--- config.mk ---
export PLATFORM = sky130hd
export DESIGN_NAME = booth_r4_multiplier_flat
export DESIGN_NICKNAME = d
export VERILOG_FILES = /design/src/rtl/booth_mul_pkg.sv /design/src/rtl/booth_r4_multiplier_if.sv /design/src/rtl/booth_r4_digit.sv /design/src/rtl/booth_r4_multiplier.sv /design/src/flat_wrapper.sv
export SDC_FILE = /design/constraint.sdc
export NUM_CORES = 1
export LEC_CHECK = 0
export ABC_AREA = 0
export CAP_MARGIN = 10
export CORE_AREA = 3 3 119 121
export CTS_BUF_LIST = sky130_fd_sc_hd__clkbuf_8
export DETAILED_ROUTE_END_ITERATION = 16
export DIE_AREA = 0 0 122 124
export HOLD_SLACK_MARGIN = 0.1
export PLACE_DENSITY = 0.69
export REMOVE_ABC_BUFFERS = 1
export SYNTH_ARGS = -nofsm -noshare
export SYNTH_HDL_FRONTEND = slang
export SYNTH_HIERARCHICAL = 1
export SYNTH_SLANG_ARGS = --single-unit
export TNS_END_PERCENT = 100
--- constraint.sdc ---
create_clock -name clk -period 5.3 [get_ports clk]
set_input_delay 1.325 -clock clk [delete_from_list [all_inputs] [get_ports clk]]
set_output_delay 1.325 -clock clk [all_outputs]
set_load 0.005 [all_outputs]
--- src/rtl/booth_mul_pkg.sv ---
// Shared types and helpers for the radix-4 Booth multiplier.
// Covers the FSM states, the Booth digit code and the iteration count.
package booth_mul_pkg;

   typedef enum logic [1:0] {
      IDLE = 2'd0,
      CALC = 2'd1,
      DONE = 2'd2
   } state_t;

   // {Q[1], Q[0], q_m1}
   typedef logic [2:0] booth_code_t;

   function automatic int iter_count(input int width);
      return (width / 2) + 1;
   endfunction

endpackage

--- src/rtl/booth_r4_multiplier_if.sv ---
// Operand and product valid/ready handshake bundle for the Booth multiplier.
// The master side is the source/sink and the slave side is the multiplier.
interface booth_r4_multiplier_if #(
   parameter int MUL_WIDTH = 16
);
   logic                       src_valid;
   logic                       src_ready;
   logic [MUL_WIDTH-1:0]       multiplicand;
   logic [MUL_WIDTH-1:0]       multiplier;
   logic                       op_signed;
   logic                       dest_valid;
   logic                       dest_ready;
   logic [2*MUL_WIDTH-1:0]     product;

   modport master (
      output src_valid,
      input  src_ready,
      output multiplicand,
      output multiplier,
      output op_signed,
      input  dest_valid,
      output dest_ready,
      input  product
   );

   modport slave (
      input  src_valid,
      output src_ready,
      input  multiplicand,
      input  multiplier,
      input  op_signed,
      output dest_valid,
      input  dest_ready,
      output product
   );
endinterface

--- src/rtl/booth_r4_digit.sv ---
// Combinational radix-4 Booth recoder.
// Turns {Q[1],Q[0],q_m1} and the extended multiplicand into a signed addend.
module booth_r4_digit
   import booth_mul_pkg::*;
#(
   parameter int MUL_WIDTH = 16
) (
   input  booth_code_t            code,
   input  logic [MUL_WIDTH+1:0]   m,
   output logic [MUL_WIDTH+2:0]   addend
);
   localparam int ACC_W = MUL_WIDTH + 3;

   logic [ACC_W-1:0] m1_s;
   logic [ACC_W-1:0] m2_s;

   assign m1_s = {m[MUL_WIDTH+1], m};
   assign m2_s = {m, 1'b0};

   // select 0, +-M or +-2M from the Booth code
   always_comb begin
      addend = {ACC_W{1'b0}};
      case (code)
         3'b000, 3'b111: addend = {ACC_W{1'b0}};
         3'b001, 3'b010: addend = m1_s;
         3'b011:         addend = m2_s;
         3'b100:         addend = -m2_s;
         3'b101, 3'b110: addend = -m1_s;
         default:        addend = {ACC_W{1'b0}};
      endcase
   end
endmodule

--- src/rtl/booth_r4_multiplier.sv ---
// Sequential radix-4 Booth multiplier, signed or unsigned per transaction.
// One Booth step per cycle; the result is held until the sink accepts it.
module booth_r4_multiplier
   import booth_mul_pkg::*;
#(
   parameter int MUL_WIDTH = 16
) (
   input  logic                 clk,
   input  logic                 rst,
   booth_r4_multiplier_if.slave bus
);
   localparam int EXT_W = MUL_WIDTH + 2;
   localparam int ACC_W = MUL_WIDTH + 3;
   localparam int TOT_W = ACC_W + EXT_W + 1;
   localparam int ITER  = iter_count(MUL_WIDTH);
   localparam int CNT_W = $clog2(ITER + 1);
   localparam logic [CNT_W-1:0] LAST_CNT = CNT_W'(ITER - 1);

   state_t                  state_r;
   logic [EXT_W-1:0]        m_r;
   logic [ACC_W-1:0]        p_r;
   logic [EXT_W-1:0]        q_r;
   logic                    qm1_r;
   logic [CNT_W-1:0]        cnt_r;
   logic                    dest_valid_r;
   logic [2*MUL_WIDTH-1:0]  product_r;

   logic                    src_ready_s;
   logic                    accept_s;
   logic [EXT_W-1:0]        ext_a_s;
   logic [EXT_W-1:0]        ext_b_s;
   booth_code_t             code_s;
   logic [ACC_W-1:0]        addend_s;
   logic [ACC_W-1:0]        p_sum_s;
   logic [TOT_W-1:0]        acc_shift_s;

   // accepting a new pair while DONE relies on dest_ready in the same cycle
   always_comb begin
      src_ready_s = 1'b0;
      case (state_r)
         IDLE:    src_ready_s = 1'b1;
         DONE:    src_ready_s = bus.dest_ready;
         default: src_ready_s = 1'b0;
      endcase
   end

   assign accept_s = bus.src_valid & src_ready_s;

   // widen operands by two bits so unsigned values stay positive
   always_comb begin
      if (bus.op_signed) begin
         ext_a_s = {{2{bus.multiplicand[MUL_WIDTH-1]}}, bus.multiplicand};
         ext_b_s = {{2{bus.multiplier[MUL_WIDTH-1]}}, bus.multiplier};
      end else begin
         ext_a_s = {2'b00, bus.multiplicand};
         ext_b_s = {2'b00, bus.multiplier};
      end
   end

   assign code_s = {q_r[1:0], qm1_r};

   booth_r4_digit #(
      .MUL_WIDTH (MUL_WIDTH)
   ) u_digit (
      .code   (code_s),
      .m      (m_r),
      .addend (addend_s)
   );

   assign p_sum_s     = p_r + addend_s;
   assign acc_shift_s = $signed({p_sum_s, q_r, qm1_r}) >>> 2;

   // FSM, accumulator and registered outputs
   always_ff @(posedge clk or posedge rst) begin
      if (rst) begin
         state_r      <= IDLE;
         m_r          <= {EXT_W{1'b0}};
         p_r          <= {ACC_W{1'b0}};
         q_r          <= {EXT_W{1'b0}};
         qm1_r        <= 1'b0;
         cnt_r        <= {CNT_W{1'b0}};
         dest_valid_r <= 1'b0;
         product_r    <= {(2*MUL_WIDTH){1'b0}};
      end else begin
         case (state_r)
            IDLE: begin
               if (accept_s) begin
                  m_r     <= ext_a_s;
                  q_r     <= ext_b_s;
                  p_r     <= {ACC_W{1'b0}};
                  qm1_r   <= 1'b0;
                  cnt_r   <= {CNT_W{1'b0}};
                  state_r <= CALC;
               end else begin
                  state_r <= IDLE;
               end
            end
            CALC: begin
               p_r   <= acc_shift_s[TOT_W-1 -: ACC_W];
               q_r   <= acc_shift_s[EXT_W:1];
               qm1_r <= acc_shift_s[0];
               cnt_r <= cnt_r + CNT_W'(1);
               if (cnt_r == LAST_CNT) begin
                  product_r    <= acc_shift_s[2*MUL_WIDTH:1];
                  dest_valid_r <= 1'b1;
                  state_r      <= DONE;
               end else begin
                  state_r <= CALC;
               end
            end
            DONE: begin
               if (bus.dest_ready) begin
                  dest_valid_r <= 1'b0;
                  if (bus.src_valid) begin
                     m_r     <= ext_a_s;
                     q_r     <= ext_b_s;
                     p_r     <= {ACC_W{1'b0}};
                     qm1_r   <= 1'b0;
                     cnt_r   <= {CNT_W{1'b0}};
                     state_r <= CALC;
                  end else begin
                     state_r <= IDLE;
                  end
               end else begin
                  state_r <= DONE;
               end
            end
            default: begin
               state_r      <= IDLE;
               dest_valid_r <= 1'b0;
            end
         endcase
      end
   end

   assign bus.src_ready  = src_ready_s;
   assign bus.dest_valid = dest_valid_r;
   assign bus.product    = product_r;
endmodule
--- src/flat_wrapper.sv ---
// flat-port wrapper written by rule: the top's interface ports become plain ports
module booth_r4_multiplier_flat import booth_mul_pkg::*;
#(
   parameter int MUL_WIDTH = 16
)
  (clk, rst, bus_src_valid, bus_src_ready, bus_multiplicand, bus_multiplier, bus_op_signed, bus_dest_valid, bus_dest_ready, bus_product);
  booth_r4_multiplier_if #(.MUL_WIDTH(MUL_WIDTH)) bus_i ();
  input  logic clk;
  input  logic rst;
  input wire logic [$bits(bus_i.src_valid)-1:0] bus_src_valid;
  output wire logic [$bits(bus_i.src_ready)-1:0] bus_src_ready;
  input wire logic [$bits(bus_i.multiplicand)-1:0] bus_multiplicand;
  input wire logic [$bits(bus_i.multiplier)-1:0] bus_multiplier;
  input wire logic [$bits(bus_i.op_signed)-1:0] bus_op_signed;
  output wire logic [$bits(bus_i.dest_valid)-1:0] bus_dest_valid;
  input wire logic [$bits(bus_i.dest_ready)-1:0] bus_dest_ready;
  output wire logic [$bits(bus_i.product)-1:0] bus_product;
  assign bus_i.src_valid = bus_src_valid;
  assign bus_src_ready = bus_i.src_ready;
  assign bus_i.multiplicand = bus_multiplicand;
  assign bus_i.multiplier = bus_multiplier;
  assign bus_i.op_signed = bus_op_signed;
  assign bus_dest_valid = bus_i.dest_valid;
  assign bus_i.dest_ready = bus_dest_ready;
  assign bus_product = bus_i.product;
  booth_r4_multiplier #(.MUL_WIDTH(MUL_WIDTH)) u_core (.clk(clk), .rst(rst), .bus(bus_i));
endmodule
==> metrics.yaml, run 1 <==
antenna_found_initial: 0
place_congestion: 0.932
path_max_fanout: 8
synth_area_um2: 5590
hold_viol: 0
path_cells: "inv_1, ha_1, nand3_1, nor3_1, mux2_2, a221o_1, ha_1, a21oi_1, and3_1, o21ai_1, a21o_1, a221o_1, o21ai_0, o311ai_1"
dieArea_um2: 15100
synth-edff-count: 0
grt_max_degree: 62
critical-path-slowest-cell: "dfrtp_1"
cts-root-buf: "clkbuf_8"
clk_latency_ns: 0.37
core_um2: 13200
crit_path_start_kind: "flip-flop"
fill_cells: 1238
via_per_inst: 5.58
finClkSkew_ns: 0.0134
end_kind: "flip-flop"
area_growth_pct: 17.4
grt.total_usage_pct: 18.7
p_leak_nw: 2.81
via_count: 4577
cts_setup_buffers: 0
critical_path.top_delay_family: "compound AO/OA/AOI/OAI gates"
fmaxAchievable_ghz: 0.253
dp.cells: 804
wirelength_um: 13600
synthFlopType: "dfrtp_1"
fin_crit_sh_pct: 74.7
cts.path.max_buffers: 2
routedWlPerCell_um: 16.6
multi_input_area_um2: 3080
cts.clk_slew.worst_paths_ns: 0.09
critical_path_buf_inv_count: 1
setup_violations: 0
worst_pin_slew_ns: 1.07
nets: 702
power_density_nw_per_um2: 708
cp.required_ns: 5.54
cts_sinks: 92
grt_pass1_wl_um: 22500
rsz0062_at_grt: "false"
run_status: "complete, no violations"
finalSetupTns_ns: 0
stdcell_count: 820
synth-seq-area-share_pct: 41.2
row_count: 42
drcViolationCount: 0
holdBufCountCts: 0
syn_inst: 586
start_util_pct: 42.4
die_x_um: 122
regArea_um2: 2300
synth_cell_type_count: 69
pin_count: 71
grt_pass1_vias: 4570
reg2reg_depth: 14
fp.dieH_um: 124
antenna_cells: 0
vdd_drop_max_v: 0.000295
synth_seq_cells: 92
hp-class: "flip-flop to flip-flop"
firstDrtPassIters: 5
ant_nets: 0
dr.first_iter.drc_count: 308
cp.arrival_ns: 4.20
slowest_delay_ns: 0.44
holdPathStages: 2
period_needed_ns: 3.96
r2r_slack_ns: 1.34
slew_headroom_pct: 28.7
drive_above_1_share_pct: 11.3
syn_area_per_cell_um2: 9.55
hpwl_um: 10000
port_buffers: 70
cts_tree: "done"
grt_overflow: 0
drv_slew: 0
cap_viol_max_count: 0
post_cts_resized: 0
yosysWarnings: 6
cts-buffers-inserted: 9
htreeDepth: 3
cp.depth: 14
worst-setup-path-type: "flip-flop to flip-flop"
synthArstFlopShare_pct: 100
## state kept, by name (all words and copies together), names as in the netlist
register	cells
u_core/cnt_r	4
u_core/bus.product	32
u_core/q_r	18
u_core/p_r	17
u_core/bus.dest_valid	1
u_core/state_r	2
u_core/m_r	17
u_core/qm1_r	1
## kinds of logic (layout without fill, tap and decap cells)
kind of cell / count (synthesis) / count (layout) / share of synthesized area, %
adder cells (fa/ha/maj): 26 / 26 / 5.95
XOR/XNOR: 29 / 29 / 4.54
AO/OA/AOI/OAI: 160 / 160 / 18.6
multiplexers: 56 / 56 / 10.8
buffers and inverters: 47 / 105 / 3.78
AND/OR/NAND/NOR: 176 / 176 / 15.1
flip-flops: 92 / 92 / 41.2
## cell type report
class,count,share of cell area (%)
inverters,15,0.876
clock buffers,9,1.89
clock inverters,7,0.781
flip-flops and latches,92,35.1
repair buffers,74,11.1
well taps,176,3.35
multi-input cells,447,46.9
## synth_stat cells, drive strengths merged (2+ instances only)
cell type / count / area [um^2]
dfrtp: 92 / 2300
nand2: 82 / 308
o21ai: 74 / 370
mux2: 37 / 417
nor2: 29 / 109
clkbuf: 27 / 121
ha: 25 / 313
a21oi: 22 / 118
mux2i: 19 / 190
inv: 15 / 56.3
xor2: 15 / 131
nand3: 14 / 75.1
xnor2: 14 / 123
nor3: 10 / 50.1
a221oi: 9 / 85.1
a21o: 6 / 45.0
and3: 6 / 43.8
nand4: 6 / 37.5
and2: 5 / 31.3
buf: 5 / 33.8
nand2b: 5 / 31.3
nor2b: 5 / 31.3
o211ai: 5 / 37.5
o221ai: 5 / 43.8
a31oi: 4 / 25.0
o311ai: 4 / 35.0
o41ai: 4 / 50.1
or3: 4 / 35.0
a21boi: 3 / 26.3
a221o: 3 / 30.0
nor4: 3 / 40.0
a211oi: 2 / 15.0
a22o: 2 / 17.5
a22oi: 2 / 15.0
and4: 2 / 17.5
o21a: 2 / 15.0
o22ai: 2 / 12.5
o31ai: 2 / 15.0
or2: 2 / 12.5
## worst reg2reg max path, stage by stage (launching register included)
cell and delay [ns]:
dfrtp_1 0.44, inv_1 0.10, ha_1 0.32, nand3_1 0.27
nor3_1 0.36, mux2_2 0.38, a221o_1 0.35, ha_1 0.36
a21oi_1 0.15, and3_1 0.16, o21ai_1 0.10, a21o_1 0.20
a221o_1 0.35, o21ai_0 0.15, o311ai_1 0.12
## per-layer routing
metal,track usage (%),share of wire (%)
met5,0,0
met4,6.58,2.6
met3,5.36,6.8
met2,31.2,48
met1,23.3,43
## final timing paths
check / from / to
worst max register to register: u_core/m_r[0] / u_core/p_r[17]
max in group asynchronous: rst / u_core/m_r[2]
min in group asynchronous: rst / u_core/cnt_r[0]
worst min-delay path: u_core/bus.product[27] / u_core/bus.product[27]
worst max-delay path: u_core/m_r[0] / u_core/p_r[17]
worst min register to register: u_core/bus.product[27] / u_core/bus.product[27]
## power breakdown
group	switching [mW]	leakage (nW)	internal [mW]
Clock	0.262	0.0914	0.173
Combinational	1.58	1.57	1.26
Sequential	0.338	1.16	1.04
## stage by stage
step / setup slack [ns] / hold slack [ns] / utilization [%] / power (mW) / instance area (um^2)
after CTS: 1.35 / 0.492 / 49.8 / 4.68 / 6570
after floorplan: 1.58 / 0.455 / - / 3.27 / 5440
final: 1.34 / 0.485 / 49.8 / 4.65 / 6570
after global routing: 1.04 / 0.519 / 49.8 / 5.07 / 6570
after global placement: 1.44 / 0.465 / 48.5 / 4.14 / 6390
after detailed placement: 1.37 / 0.472 / 48.5 / 4.22 / 6390
## cell usage in the layout (no fill, tap or decap), types with 6 or more instances in the layout
master / Yosys / layout
nand4_1: 6 / 6
a21oi_1: 20 / 20
mux2i_1: 19 / 19
dfrtp_1: 92 / 92
o21ai_0: 67 / 67
xor2_1: 15 / 15
o21ai_1: 7 / 7
mux2_2: 37 / 37
nand3_1: 13 / 13
ha_1: 25 / 25
clkbuf_8: 2 / 9
nand2_1: 82 / 82
a21o_1: 6 / 6
a221oi_1: 8 / 8
clkdlybuf4s50_1: 0 / 70
inv_1: 15 / 15
xnor2_1: 14 / 14
nor3_1: 10 / 10
nor2_1: 29 / 29
(Power assumes the default switching activity.)
==> inputs of run 2 (changes only) <==
Settings changed: PLACE_DENSITY 0.69 to 0.72.
Clock period 5.3 ns to 3.6 ns, I/O delays scaled along.
==> metrics.yaml, run 2 (same netlist as run 1, synthesis figures left out) <==
routedWlPerCell_um: 17.0  # +2.5%
cts_tree: "done"
vdd_drop_max_v: 0.000482  # +63%
cap_viol_max_count: 0  # unchanged
holdPathStages: 2  # unchanged
power_density_nw_per_um2: 1080  # +52%
end_kind: "flip-flop"
htreeDepth: 3  # unchanged
cts.path.max_buffers: 2  # unchanged
hp-class: "flip-flop to flip-flop"
critical_path.top_delay_family: "compound AO/OA/AOI/OAI gates"
critical-path-slowest-cell: "or4_1"
path_cells: "or4_1, o41ai_2, xnor2_1, nand2_1, o311ai_1, ha_1, and4_1, nand3_1, a21oi_2, o21ai_0, a21boi_1, nor3_1, o41ai_2"
crit_path_start_kind: "flip-flop"
antenna_cells: 0  # unchanged
drive_above_1_share_pct: 20.8  # +9.5 points
drcViolationCount: 0  # unchanged
drv_slew: 0  # unchanged
dieArea_um2: 15100  # unchanged
wl_met3_um: 1010  # +9.0%
fin_crit_sh_pct: 98.3  # +24 points
crit_top_cell: "o41ai_2"
dr.first_iter.drc_count: 311  # +0.97%
antenna_found_initial: 0  # unchanged
p_leak_nw: 3.10  # +10%
top_layer_used: "met4"
layout_common_cells: "89 x dfrtp_1, 81 x nand2_1, 70 x clkdlybuf4s50_1"
fp.dieH_um: 124  # unchanged
cts-root-buf: "clkbuf_8"
worst-setup-path-type: "flip-flop to flip-flop"
finalSetupTns_ns: 0  # unchanged
core_um2: 13200  # unchanged
grt.total_usage_pct: 19.8  # +1.1 points
cp.arrival_ns: 3.81  # -0.39 ns
via_per_inst: 5.57  # -0.14%
p_total_mw: 7.66  # +65%
cts.clk_slew.worst_paths_ns: 0.08  # about the same
area_growth_pct: 27.2
ant_nets: 0  # unchanged
slew_headroom_pct: 30.8  # +2.1 points
slowest_delay_ns: 0.60  # +0.16 ns
placed_area_um2: 6740  # +5.5%
via_count: 4866  # +6.3%
path_max_fanout: 7  # -1
cp.depth: 13  # -1
row_count: 42  # unchanged
wl_met1_um: 6360  # +9.2%
grt_max_degree: 62  # unchanged
hold_viol: 0  # unchanged
route.met2.wl_um: 7030  # +8.1%
cts_sinks: 92  # unchanged
grt_pass1_wl_um: 23600  # +4.9%
fmaxAchievable_ghz: 0.282  # +12%
period_needed_ns: 3.54  # -0.419 ns
reg2reg_depth: 13  # -1
firstDrtPassIters: 5  # unchanged
run_status: "complete, no violations"
grt_overflow: 0  # unchanged
wirelength_um: 14900  # +9.1%
port_buffers: 70  # unchanged
pin_count: 71  # unchanged
hpwl_um: 10700  # +6.7%
final_util_pct: 53.9  # +4.1 points
clk_latency_ns: 0.39  # +0.02 ns
finClkSkew_ns: 0.0163  # +0.00291 ns
cp.required_ns: 3.87  # -1.67 ns
die_x_um: 122  # unchanged
rsz0062_at_grt: "true"
layout_commonest_cell: "dfrtp_1"
largest_reg_flops: 32  # unchanged
start_util_pct: 42.4  # unchanged
place_congestion: 0.959  # +2.8%
worst_pin_slew_ns: 1.04  # -0.0316 ns
stdcell_area_um2: 7110  # +8.3%
setup_violations: 0  # unchanged
grt_pass1_vias: 4737  # +3.7%
nets: 755  # +7.5%
cts-buffers-inserted: 9  # unchanged
critical_path_buf_inv_count: 0  # -1
-- run 2: cell count changes in the layout (fill, tap and decap cells not counted), moves of 3 or more --
| cell | delta |
|---|---|
| o21ai_1 | +3 |
| a21oi_1 | -4 |
| dfrtp_1 | -3 |
| buf_4 | +52 |
| a21oi_2 | +4 |
| dfrtp_2 | +3 |
| ha_1 | -3 |
| o21ai_0 | -3 |
| nor3_1 | -3 |
-- run 2: where the power goes --
part	total [mW]	internal, mW	switching [mW]
combinational	4.97	2.35	2.62
sequential	1.96	1.54	0.416
clock	0.737	0.339	0.398
total	7.66	4.23	3.43
-- run 2: area by class of cell --
class                           instances  area [um^2]
Fill cell                            1196         6080
Multi-Input combinational cell        447         3190
Sequential cell                        92         2310
Timing Repair Buffer                  127         1140
Tap cell                              176          220
Clock buffer                           10          138
Clock inverter                          6         62.6
Inverter                               15         57.6
-- run 2: worst paths after layout --
| kind | from | endpoint | slack [ns] |
|---|---|---|---|
| max | u_core/m_r[3] | u_core/p_r[12] | 0.06 |
| min | u_core/bus.product[25] | u_core/bus.product[25] | 0.49 |
| max reg2reg | u_core/m_r[3] | u_core/p_r[12] | 0.06 |
| min reg2reg | u_core/bus.product[25] | u_core/bus.product[25] | 0.49 |
| max in group asynchronous | rst | u_core/m_r[0] | 1.94 |
| min in group asynchronous | rst | u_core/q_r[9] | 0.91 |
-- run 2: layer usage --
layer  vias to the layer above  GRT usage, %
met4                         0          9.24
met2                       164          31.9
met1                      2331          25.3
met3                        34          4.63
li1                       2337             -
met5                         -             0
-- run 2: timing repair --
| action | in CTS | in global routing |
|---|---|---|
| hold endpoints to repair | 0 | 0 |
| hold buffers | 0 | 0 |
| buffers inserted | 0 | 8 |
| endpoints found under the setup margin | 0 | 11 |
| resized for setup | 0 | 25 |
-- run 2: worst min-delay path, cell delays in order (launching register included) --
cell	delay [ns]
dfrtp_1	0.35
nand2_1	0.04
o21ai_0	0.06
-- run 2: metrics by stage --
| step | worst slack (ns) | hold slack, ns | instances |
|---|---|---|---|
| floorplan | 0.115 | 0.455 | 554 |
| global placement | 0.102 | 0.468 | 849 |
| finish | 0.0600 | 0.485 | 873 |
| CTS | 0.00832 | 0.495 | 865 |
| detailed placement | 0.0276 | 0.474 | 849 |
| global route | -0.0871 | 0.517 | 873 |
==> inputs of run 3 (changes only) <==
Settings changed: CAP_MARGIN 10 to 20, CORE_AREA 3 3 119 121 to 3 3 141 143, DIE_AREA 0 0 122 124 to 0 0 144 146, PLACE_DENSITY 0.72 to 0.56.
==> metrics.yaml, run 3 (same netlist as run 1, synthesis figures left out) <==
run_status: "complete, no violations"
worst_pin_slew_ns: 0.941  # -0.0966 ns
cts.clk_slew.worst_paths_ns: 0.10  # +0.02 ns
worst-setup-path-type: "flip-flop to flip-flop"
place_congestion: 0.890  # -7.1%
nets: 768  # +1.7%
drive_above_1_share_pct: 23.7  # +2.9 points
cp.required_ns: 3.84  # -0.03 ns
layout_commonest_cell: "dfrtp_1"
wirelength_um: 16000  # +7.7%
fp.dieH_um: 146  # +18%
fin_crit_sh_pct: 97.0  # -1.3 points
finClkSkew_ns: 0.0139  # -0.00239 ns
start_util_pct: 29.9  # -13 points
cap_viol_max_count: 0  # unchanged
routedWlPerCell_um: 16.9  # -0.44%
dieArea_um2: 21000  # +39%
final_util_pct: 39.2  # -15 points
grt_overflow: 0  # unchanged
holdWs_ns: 0.483  # -0.00189 ns
grt.total_usage_pct: 15.5  # -4.3 points
largest_reg_flops: 32  # unchanged
via_count: 4873  # +0.14%
period_needed_ns: 3.49  # -0.0475 ns
clkPwrFrac_pct: 8.7  # -0.9 points
drv_slew: 0  # unchanged
fmaxAchievable_ghz: 0.286  # +1.4%
layout_common_cells: "89 x dfrtp_1, 81 x nand2_1, 70 x clkdlybuf4s50_1"
cts_sinks: 92  # unchanged
die_x_um: 144  # +18%
cts.path.max_buffers: 2  # unchanged
power.internal_mw: 4.28  # +1.4%
port_buffers: 70  # unchanged
firstDrtPassIters: 4  # -1
p_switching_mw: 3.54  # +3.2%
antenna_found_initial: 0  # unchanged
p_leak_nw: 3.17  # +1.9%
pin_count: 71  # unchanged
vdd_drop_max_v: 0.000398  # -17%
setup_violations: 0  # unchanged
dp_slack_ns: -0.0664  # -0.0940 ns
grt_max_degree: 65  # +4.8%
via_per_inst: 5.16  # -7.4%
hold_viol: 0  # unchanged
core_um2: 18700  # +42%
ant_nets: 0  # unchanged
rsz0062_at_grt: "true"
row_count: 50  # +19%
cts-buffers-inserted: 9  # unchanged
cts_tree: "done"
crit_path_start_kind: "flip-flop"
dr.first_iter.drc_count: 383  # +23%
fin_ws_ns: 0.108  # +0.0475 ns
holdBufCountCts: 0  # unchanged
path_max_fanout: 6  # -1
seq_power_share_pct: 24.9  # -0.6 points
grt_pass1_wl_um: 26200  # +11%
hp-class: "flip-flop to flip-flop"
power_density_nw_per_um2: 1070  # -0.82%
slew_headroom_pct: 37.3  # +6.4 points
hpwl_um: 11600  # +8.2%
antenna_cells: 0  # unchanged
fill_cells: 1848  # +55%
area_growth_pct: 31.0
cp.arrival_ns: 3.73  # -0.08 ns
cts-root-buf: "clkbuf_8"
drcViolationCount: 0  # unchanged
end_kind: "flip-flop"
grt_pass1_vias: 5027  # +6.1%
combPwrFrac_pct: 66.5  # +1.7 points
switching_share_pct: 45.3  # +0.46 points
clk_latency_ns: 0.39  # about the same
htreeDepth: 3  # unchanged
run 3: changes by cell type in the layout (fill, tap and decap cells not counted), sizes merged:
cell    change
buf        +13
bufinv      -1
clkbuf      -1
clkinv      +1
inv         +1
run 3: final timing paths:
kind	from	end	slack, ns	cells after the start
setup / recovery	u_core/m_r[0]	u_core/bus.product[31]	0.11	14
hold / removal	u_core/bus.product[30]	u_core/bus.product[30]	0.48	2
setup reg to reg	u_core/m_r[0]	u_core/bus.product[31]	0.11	14
hold reg to reg	u_core/bus.product[30]	u_core/bus.product[30]	0.48	2
max in group asynchronous	rst	u_core/m_r[2]	1.98	3
min in group asynchronous	rst	u_core/state_r[1]	0.86	2
run 3: worst max-delay path: stages, from the launching register on:
cell,delay [ns]
dfrtp_1,0.40
buf_6,0.14
nor4_4,0.32
nand2_2,0.15
o41ai_4,0.26
o211ai_1,0.15
a31oi_2,0.22
ha_2,0.36
and4_4,0.21
and2_4,0.15
a31o_1,0.22
or3_4,0.34
a21boi_2,0.15
xor2_1,0.20
o21ai_1,0.07
run 3: metal layers:
layer  share of wire (%)  up-vias  track usage [%]
met3                 4.7       22             3.91
li1                    -     2370                -
met2                  47      104             24.2
met5                   0        -                0
met1                  45     2377             20.4
met4                 3.0        0             6.31
run 3: stage by stage:
stage	power, mW	setup TNS (ns)	instance area (um^2)	instances
final	7.83	0	7330	944
after global routing	8.52	-0.257	7330	944
after CTS	7.64	0	7140	939
after detailed placement	6.87	-0.104	6920	921
after global placement	6.75	0	6920	921
after floorplan	4.82	0	5440	554
run 3: final cells by class:
cell class	instances	area, um^2	area share (%)
Clock buffer	9	124	1.69
Clock inverter	7	57.6	0.785
Inverter	15	57.6	0.785
Multi-Input combinational cell	447	3230	44.1
Sequential cell	92	2310	31.5
Tap cell	234	293	3.99
Timing Repair Buffer	140	1260	17.2
run 3: power by group through the flow:
stage,combinational (mW),sequential [mW],clock [mW]
6_report,5.20,1.95,0.679
5_1_grt,5.74,2.03,0.756
4_1_cts,4.98,1.94,0.719
3_5_place_dp,4.92,1.95,0
3_3_place_gp,4.83,1.92,0
2_1_floorplan,2.87,1.95,0
run 3: timing repair:
action,4_1_cts,5_1_grt
resized for setup,4,36
endpoints found under the setup margin,6,11
hold endpoints to repair,0,0
pin swaps,1,26
buffers inserted,2,4
